[config.mk]
export PLATFORM = sky130hd
export DESIGN_NAME = dbus_ctrl
export DESIGN_NICKNAME = d
export VERILOG_FILES = /design/src/rtl/dbus_ctrl.sv
export SDC_FILE = /design/constraint.sdc
export NUM_CORES = 1
export LEC_CHECK = 0
export ABC_AREA = 1
export ABC_CLOCK_PERIOD_IN_PS = 3200
export CELL_PAD_IN_SITES_DETAIL_PLACEMENT = 2
export CELL_PAD_IN_SITES_GLOBAL_PLACEMENT = 2
export CORE_MARGIN = 2
export CORE_UTILIZATION = 28
export CTS_BUF_LIST = sky130_fd_sc_hd__clkbuf_4
export CTS_CLUSTER_DIAMETER = 200
export DETAILED_ROUTE_END_ITERATION = 10
export GPL_TIMING_DRIVEN = 0
export MAX_ROUTING_LAYER = met4
export PLACE_DENSITY_LB_ADDON = 0.2
export SKIP_CTS_REPAIR_TIMING = 1
export SYNTH_ARGS = -nofsm -noshare
export SYNTH_HDL_FRONTEND = slang
export SYNTH_SLANG_ARGS = --single-unit
[constraint.sdc]
create_clock -name clk -period 3.2 [get_ports clk]
set_input_delay 0.64 -clock clk [delete_from_list [all_inputs] [get_ports clk]]
set_output_delay 0.64 -clock clk [all_outputs]
set_load 0.02 [all_outputs]
[src/rtl/dbus_ctrl.sv]
// dbus_ctrl: single-outstanding data-bus controller for the memory stage.
// Turns load/store requests into bus transactions and returns aligned, extended load data.
module dbus_ctrl #(
    parameter int CNT_W = 32
) (
    input  logic             clk,
    input  logic             resetn,
    input  logic             req_valid,
    input  logic             req_write,
    input  logic [63:0]      req_addr,
    input  logic [1:0]       req_size,
    input  logic             req_unsigned,
    input  logic [63:0]      req_wdata,
    input  logic             flush,
    output logic             stall,
    output logic             rsp_valid,
    output logic             rsp_err,
    output logic [63:0]      rsp_rdata,
    output logic             dreq_valid,
    output logic [63:0]      dreq_addr,
    output logic [7:0]       dreq_strobe,
    output logic [63:0]      dreq_data,
    input  logic             dresp_addr_ok,
    input  logic             dresp_data_ok,
    input  logic [63:0]      dresp_data,
    output logic [CNT_W-1:0] busy_cycles
);

    typedef enum logic [1:0] {
        S_IDLE = 2'd0,
        S_REQ  = 2'd1,
        S_WAIT = 2'd2,
        S_DONE = 2'd3
    } state_t;

    function automatic logic f_misaligned(input logic [1:0] size, input logic [2:0] off);
        logic res;
        case (size)
            2'd0:    res = 1'b0;
            2'd1:    res = (off[0] != 1'b0);
            2'd2:    res = (off[1:0] != 2'b00);
            2'd3:    res = (off != 3'b000);
            default: res = 1'b1;
        endcase
        return res;
    endfunction

    function automatic logic [7:0] f_strobe(input logic [1:0] size, input logic [2:0] off);
        logic [7:0] base;
        case (size)
            2'd0:    base = 8'h01;
            2'd1:    base = 8'h03;
            2'd2:    base = 8'h0F;
            2'd3:    base = 8'hFF;
            default: base = 8'h00;
        endcase
        return base << off;
    endfunction

    function automatic logic [63:0] f_load_extend(input logic [63:0] data, input logic [2:0] off,
                                                  input logic [1:0] size, input logic uns);
        logic [63:0] sh;
        logic [63:0] res;
        sh = data >> {off, 3'b000};
        case (size)
            2'd0:    res = uns ? {56'd0, sh[7:0]}  : {{56{sh[7]}},  sh[7:0]};
            2'd1:    res = uns ? {48'd0, sh[15:0]} : {{48{sh[15]}}, sh[15:0]};
            2'd2:    res = uns ? {32'd0, sh[31:0]} : {{32{sh[31]}}, sh[31:0]};
            default: res = sh;
        endcase
        return res;
    endfunction

    state_t            r_state;
    state_t            w_next;
    logic              w_accept;
    logic              w_misaligned;
    logic              r_write;
    logic [1:0]        r_size;
    logic              r_unsigned;
    logic [2:0]        r_off;
    logic              r_discard;
    logic              r_dreq_valid;
    logic [63:0]       r_dreq_addr;
    logic [7:0]        r_dreq_strobe;
    logic [63:0]       r_dreq_data;
    logic              r_rsp_valid;
    logic              r_rsp_err;
    logic [63:0]       r_rsp_rdata;
    logic [CNT_W-1:0]  r_busy;

    // Next-state decode.
    always_comb begin
        w_misaligned = f_misaligned(req_size, req_addr[2:0]);
        w_accept     = req_valid & ~flush;
        w_next       = r_state;
        case (r_state)
            S_IDLE: begin
                if (w_accept) begin
                    w_next = w_misaligned ? S_DONE : S_REQ;
                end else begin
                    w_next = S_IDLE;
                end
            end
            S_REQ: begin
                if (dresp_addr_ok) begin
                    w_next = dresp_data_ok ? S_DONE : S_WAIT;
                end else begin
                    w_next = S_REQ;
                end
            end
            S_WAIT: begin
                if (dresp_data_ok) begin
                    w_next = S_DONE;
                end else begin
                    w_next = S_WAIT;
                end
            end
            S_DONE:  w_next = S_IDLE;
            default: w_next = S_IDLE;
        endcase
    end

    // State register.
    always_ff @(posedge clk or negedge resetn) begin
        if (!resetn) begin
            r_state <= S_IDLE;
        end else begin
            r_state <= w_next;
        end
    end

    // Request capture, bus request registers and response registers.
    always_ff @(posedge clk or negedge resetn) begin
        if (!resetn) begin
            r_write       <= 1'b0;
            r_size        <= 2'd0;
            r_unsigned    <= 1'b0;
            r_off         <= 3'd0;
            r_discard     <= 1'b0;
            r_dreq_valid  <= 1'b0;
            r_dreq_addr   <= 64'd0;
            r_dreq_strobe <= 8'd0;
            r_dreq_data   <= 64'd0;
            r_rsp_valid   <= 1'b0;
            r_rsp_err     <= 1'b0;
            r_rsp_rdata   <= 64'd0;
        end else begin
            r_rsp_valid <= 1'b0;
            case (r_state)
                S_IDLE: begin
                    if (w_accept) begin
                        r_write    <= req_write;
                        r_size     <= req_size;
                        r_unsigned <= req_unsigned;
                        r_off      <= req_addr[2:0];
                        if (w_misaligned) begin
                            r_rsp_valid <= 1'b1;
                            r_rsp_err   <= 1'b1;
                            r_rsp_rdata <= 64'd0;
                        end else begin
                            r_dreq_valid  <= 1'b1;
                            r_dreq_addr   <= req_addr;
                            r_dreq_strobe <= req_write ? f_strobe(req_size, req_addr[2:0]) : 8'd0;
                            r_dreq_data   <= req_write ? (req_wdata << {req_addr[2:0], 3'b000}) : 64'd0;
                        end
                    end
                end
                S_REQ, S_WAIT: begin
                    if (flush) begin
                        r_discard <= 1'b1;
                    end
                    if (r_state == S_REQ && dresp_addr_ok) begin
                        r_dreq_valid <= 1'b0;
                    end
                    // Data beat completes the access; a pending or same-cycle flush swallows the response.
                    if ((r_state == S_WAIT || dresp_addr_ok) && dresp_data_ok) begin
                        r_rsp_valid <= ~(r_discard | flush);
                        r_rsp_err   <= 1'b0;
                        r_rsp_rdata <= r_write ? 64'd0
                                               : f_load_extend(dresp_data, r_off, r_size, r_unsigned);
                    end
                end
                S_DONE:  r_discard <= 1'b0;
                default: r_discard <= 1'b0;
            endcase
        end
    end

    // Saturating count of cycles spent on the bus.
    always_ff @(posedge clk or negedge resetn) begin
        if (!resetn) begin
            r_busy <= {CNT_W{1'b0}};
        end else if ((r_state == S_REQ || r_state == S_WAIT) && r_busy != {CNT_W{1'b1}}) begin
            r_busy <= r_busy + CNT_W'(1);
        end
    end

    assign stall       = (r_state == S_IDLE && w_accept) || r_state == S_REQ || r_state == S_WAIT;
    assign rsp_valid   = r_rsp_valid & ~flush;
    assign rsp_err     = r_rsp_err;
    assign rsp_rdata   = r_rsp_rdata;
    assign dreq_valid  = r_dreq_valid;
    assign dreq_addr   = r_dreq_addr;
    assign dreq_strobe = r_dreq_strobe;
    assign dreq_data   = r_dreq_data;
    assign busy_cycles = r_busy;

endmodule

==> flow_summary.ini, run 1 <==
[outcome]
outcome = completed

[timing]
slew_violations = 0
setup_viol = 0
period_share = 0.9182
hold_ws_ns = 0.1955
setup_ws_ns = 0.2617
finClkSkew_ns = 0.04808
worst_slew_pin_slew_ns = 0.8858
relSlewSlack = 0.4094
fmax_ghz = 0.3403
min_period_ns = 2.938
hold_viol_final = 0
rsz0062_at_grt = false

[die]
core_area_sq_um = 49050
die_area_sq_um = 51510
fp.dieH_um = 227.0
die_w_um = 227.0
num_rows = 81
initial_utilization = 0.2838
ios = 438

[drt]
wl_mm = 73.68
drc = 0
viasPerCell = 4.996
vias = 16150
drtAntennaViolNets = 0
avgRoutedWirePerCell_um = 22.80
firstDrtPassIters = 5
dr.first_iter.drc_count = 732

[cells_and_area]
area_growth_syn_to_layout_pct = 44.78
nets = 2707
drive_gt1_frac = 0.09656
final_area_sq_um = 20150
finish.utilization = 0.4109
fillers = 5828

[logic_synthesis]
synthDistinctLibCells = 38
synth_edf_count = 0
yosysWarnings = 0
synth.top_cells.by_count = nand2_1 (918), dfrtp_1 (245), o21ai_0 (201)
synthArstFlopShare = 1.000
yosysTopAreaCellShare = 0.4404
ys.flop_type = dfrtp_1
yosys-top-cells-area = dfrtp_1 (44%), nand2_1 (25%), o21ai_0 (7.2%), nand3_1 (3.7%), nor2_1 (2.2%)
syn_area_per_cell_sq_um = 7.019
synth_nets = 2190
synth_top_area_cell = dfrtp_1
syn-cell-area_sq_um = 13920
syn_inst = 1983
seq_area_frac_synth = 0.4404
ys_seq_elements = 245
yosysMostFrequentCell = nand2_1

[clock_network]
clock-sinks = 245
cts-root-buf = clkbuf_4
htree_levels = 3
path_clk_slew_ns = 0.06
cts_buffer_depth = 3
cts_buffers = 78
cts_tree = done
worstSkewPairLatency_ns = 0.86

[placed_design]
numPortBuffers = 434
place_hpwl_mm = 56.82
dpl_worst_slack_ns = 0.08511
postPlaceCellArea_sq_um = 19150
gp_congestion = 0.9729

[global_route]
grt_pass1_vias = 18090
antenna_found_initial = 7
busiest_layer = met2
grt_max_degree = 93
use_met3 = 0.06970
grt_pass1_wl_mm = 110.6
grt-ovfl-total = 0
met2_usage = 0.4956
grtUsageTotal = 0.2958
use_met1 = 0.3406

[critical_path]
required_ns = 2.56
crit_path_frequent_cell = inv_1
crit_path_start_kind = register
crit_chain = inv_1, ha_1, inv_1, nor2_2, inv_1, nand2_1, clkbuf_2
cp-end-kind = primary output
critPathMaxFanout = 5
critPathSlowestCell = dfrtp_1
cpPeakStageDelay_ns = 0.40
cp.arrival_ns = 2.30
criticalPathCategory = reg2out

[pwr]
p_leak_nw = 9.561
power_density_nw_per_um2 = 709.4
ir_drop_v = 0.0003313

[run]
max-cap-violations = 0

[min_path]
hp-class = in2reg
==> logic make-up (layout without fill, tap and decap cells) <==
group,after synthesis,after routing,synth area share
multiplexers,21,21,0.01510
XOR/XNOR,17,17,0.01070
AND/OR/NAND/NOR,1168,1168,0.3380
adder cells (fa/ha/maj),5,5,0.004494
other,0,10,0
AO/OA/AOI/OAI,315,315,0.1218
flip-flops,245,245,0.4404
buffers and inverters,212,787,0.06948
==> layout by cell type (no fill, tap or decap), types with 9 or more instances in the layout <==
cell type        count
clkdlybuf4s50_1    432
a21oi_1             53
o21ai_1             15
buf_2               56
clkinv_1            22
o211ai_1            10
clkbuf_1            38
o21ai_0            201
o31ai_1             23
diode_2             10
buf_1               10
nor2_1              81
buf_4               13
nand2_1            918
or2_2               20
dfrtp_1            245
clkbuf_4           108
inv_1               76
xnor2_1              9
mux2i_1             21
nand3_1            104
nor3_1              12
inv_2               11
==> report_power, final <==
group	internal, mW	total, mW	switching [mW]
sequential	3.89	4.46	0.571
combinational	2.51	6.58	4.08
clock	1.64	3.25	1.61
total	8.04	14.3	6.25
==> sequential cells by signal (all words and copies together) (netlist names) <==
| name | cells |
|---|---|
| dreq_addr | 64 |
| dreq_data | 64 |
| rsp_rdata | 64 |
| busy_cycles | 32 |
| dreq_strobe | 8 |
| r_off | 3 |
| r_size | 2 |
| r_state | 2 |
| dreq_valid | 1 |
| r_discard | 1 |
| r_rsp_valid | 1 |
| r_unsigned | 1 |
| r_write | 1 |
| rsp_err | 1 |
==> layer usage <==
metal,share of wire,vias up
met5,0,-
met4,0.043,0
met3,0.057,163
met2,0.49,450
met1,0.41,8090
li1,-,7444
==> through the flow <==
step / power, mW / setup TNS [ns] / instances
CTS: 14.47 / -0.3297 / 3221
global placement: 10.87 / -2415.12 / 3081
floorplan: 7.626 / 0 / 1983
finish: 14.30 / 0 / 3232
global route: 15.19 / 0 / 3232
detailed placement: 11.07 / 0 / 3083
==> layout make-up <==
cell class | instances | area (sq um) | area share
diodes | 10 | 25.02 | 0.001242
plain buffers | 124 | 636.9 | 0.03160
clock buffers | 108 | 810.8 | 0.04023
clock inverters | 30 | 157.7 | 0.007823
inverters | 88 | 330.3 | 0.01639
multi-input cells | 1526 | 6822 | 0.3385
flip-flops and latches | 245 | 6131 | 0.3042
well taps | 664 | 830.8 | 0.04122
repair buffers | 437 | 4409 | 0.2188
==> path summary, 6_finish.rpt <==
path	depth (start not counted)	slack (ns)	end	from
worst max-delay path	7	0.26	stall	r_state[0]
worst min-delay path	3	0.20	r_size[1]	req_size[1]
worst max register to register	11	0.83	dreq_data[45]	r_state[0]
worst min register to register	2	0.48	dreq_addr[46]	dreq_addr[46]
max in group asynchronous	3	1.82	dreq_addr[48]	resetn
min in group asynchronous	2	0.37	rsp_rdata[33]	resetn
==> worst max-delay path: cells and delay by family, from the launching register on <==
kind	cells	cell delay, ns
adder cells (fa/ha/maj)	1	0.23
AND/OR/NAND/NOR	2	0.31
flip-flops	1	0.40
buffers and inverters	4	0.53
Note: power is estimated with default switching activity, not from simulation.
==> run 2, diff against run 1 <==
--- a/config.mk
+++ b/config.mk
@@ -6,11 +6,12 @@
 export NUM_CORES = 1
 export LEC_CHECK = 0
 export ABC_AREA = 1
-export ABC_CLOCK_PERIOD_IN_PS = 3200
+export ABC_CLOCK_PERIOD_IN_PS = 3100
+export CAP_MARGIN = 20
 export CELL_PAD_IN_SITES_DETAIL_PLACEMENT = 2
 export CELL_PAD_IN_SITES_GLOBAL_PLACEMENT = 2
 export CORE_MARGIN = 2
-export CORE_UTILIZATION = 28
+export CORE_UTILIZATION = 26
 export CTS_BUF_LIST = sky130_fd_sc_hd__clkbuf_4
 export CTS_CLUSTER_DIAMETER = 200
 export DETAILED_ROUTE_END_ITERATION = 10
@@ -18,6 +19,7 @@
 export MAX_ROUTING_LAYER = met4
 export PLACE_DENSITY_LB_ADDON = 0.2
 export SKIP_CTS_REPAIR_TIMING = 1
+export SKIP_LAST_GASP = 1
 export SYNTH_ARGS = -nofsm -noshare
 export SYNTH_HDL_FRONTEND = slang
 export SYNTH_SLANG_ARGS = --single-unit
==> constraint.sdc (replaced) <==
create_clock -name clk -period 3.1 [get_ports clk]
set_input_delay 0.62 -clock clk [delete_from_list [all_inputs] [get_ports clk]]
set_output_delay 0.62 -clock clk [all_outputs]
set_load 0.02 [all_outputs]
==> run 2 against run 1 <==
Compared with the run above: combinational power is 3% higher; largest power group unchanged; routed wire length decreased by 0.16%; flip-flop and latch count did not move; via count shrank 1.1%.
==> flow_summary.ini, run 2 (same netlist as run 1, synthesis figures left out) <==
[critical_path]
critPathSlowestCell = dfrtp_1
crit_path_start_kind = register
criticalPathCategory = reg2out
reg2reg_depth = 8
crit_chain = inv_1, ha_2, inv_1, nor2_4, inv_1, nand2_1, clkbuf_2
r2r_slack_ns = 0.70
reg2reg_to = busy_cycles[24]
cp.arrival_ns = 2.23
cpPeakStageDelay_ns = 0.42
critPathMaxFanout = 5
crit_path_frequent_cell = inv_1
timing.rr.start = busy_cycles[0]
critical_path_buf_inv_count = 4
crit_family = buffers and inverters
cp-end-kind = primary output
required_ns = 2.48

[cells_and_area]
regArea_sq_um = 6131
area_growth_syn_to_layout_pct = 44.60
nets = 2705
multiInputGateArea_sq_um = 6829
mostFrequentLayoutCells = nand2_1 (918), clkdlybuf4s50_1 (432), dfrtp_1 (245)
fillers = 6220
finish.utilization = 0.3815
fin_cells = 3245
mostFrequentLayoutCell = nand2_1
drive_gt1_frac = 0.09662
final_area_sq_um = 20130

[placed_design]
dpl_worst_slack_ns = 0.004030
dp_cells = 3107
place_hpwl_mm = 57.37
numPortBuffers = 434
gp_congestion = 0.9036
postPlaceCellArea_sq_um = 19180

[drt]
vias = 15970
firstDrtPassIters = 5
avgRoutedWirePerCell_um = 22.67
viasPerCell = 4.923
drc = 0
wl_mm = 73.56
dr.first_iter.drc_count = 573
drtAntennaViolNets = 0

[min_path]
hold_path_depth = 3
whs_endpoint = r_size[0]
min_from = req_size[0]
hp-class = in2reg

[pwr]
p_sw_mw = 6.403
clkPwrFrac = 0.221
p_int_mw = 8.181
p_sw_frac = 0.4391
power_frac_comb = 0.463
p_leak_nw = 9.523
ir_drop_v = 0.0003344
seqPwrFrac = 0.316
p_total_mw = 14.58
power_density_nw_per_um2 = 724.6

[die]
die_area_sq_um = 55400
num_rows = 84
initial_utilization = 0.2638
fp.dieH_um = 235.4
die_w_um = 235.4
core_area_sq_um = 52760
ios = 438

[timing]
relSlewSlack = 0.3851
period_share = 0.9185
hold_ws_ns = 0.1833
hold_viol_final = 0
worst_slew_pin_slew_ns = 0.9224
finClkSkew_ns = 0.05439
setup_ws_ns = 0.2527
setup_viol = 0
setup_tns_ns = 0
fmax_ghz = 0.3512
min_period_ns = 2.847
slew_violations = 0

[global_route]
grt_max_degree = 92
grt_pass1_vias = 17910
grt-ovfl-total = 0
antenna_found_initial = 10
grt_pass1_wl_mm = 111.6
grtUsageTotal = 0.2729

[clock_network]
cts_tree = done
cts_buffers = 76
cts-root-buf = clkbuf_4
htree_levels = 3
worstSkewPairLatency_ns = 0.82
cts_buffer_depth = 3
path_clk_slew_ns = 0.07
clock-sinks = 245

[outcome]
outcome = completed

[run]
max-cap-violations = 0
==> run 2: worst max path at each step <==
stage | from | end | slack, ns | cells past startpoint
5_1_grt | r_state[1] | stall | -0.0004 | 7
4_1_cts | r_state[1] | stall | -0.47 | 7
3_3_place_gp | resetn | dreq_addr[36] | -10.22 | 1
3_5_place_dp | flush | stall | 0.004 | 7
2_1_floorplan | req_addr[0] | dreq_data[45] | 1.23 | 11
6_report | r_state[0] | stall | 0.25 | 7
==> run 2: cell type report <==
cell class              count  area share
clock buffers             105     0.03916
inverters                  88     0.01641
repair buffers            437      0.2191
well taps                 688     0.04277
clock inverters            21    0.005719
diodes                     11    0.001368
plain buffers             124     0.03164
flip-flops and latches    245      0.3046
multi-input cells        1526      0.3393
==> run 2: metal layers <==
metal  vias to the layer above  global-route usage  share of wire
met5                         -                   -              0
met4                         0             0.09014          0.030
met3                       130             0.06473          0.056
met2                       402              0.4676           0.50
met1                      8037              0.3135           0.41
li1                       7405                   -              -
==> run 2: tightest hold or removal path, stage by stage <==
cell	delay [ns]
buf_2	0.16
nand2_1	0.08
o21ai_0	0.08
==> run 2: power by group through the flow <==
stage / Sequential (mW) / Clock [mW] / Combinational, mW
2_1_floorplan: 5.48 / 0 / 2.39
3_3_place_gp: 4.62 / 0 / 6.63
3_5_place_dp: 4.66 / 0 / 6.78
4_1_cts: 4.62 / 3.37 / 6.82
5_1_grt: 4.72 / 3.53 / 7.29
6_report: 4.62 / 3.22 / 6.75
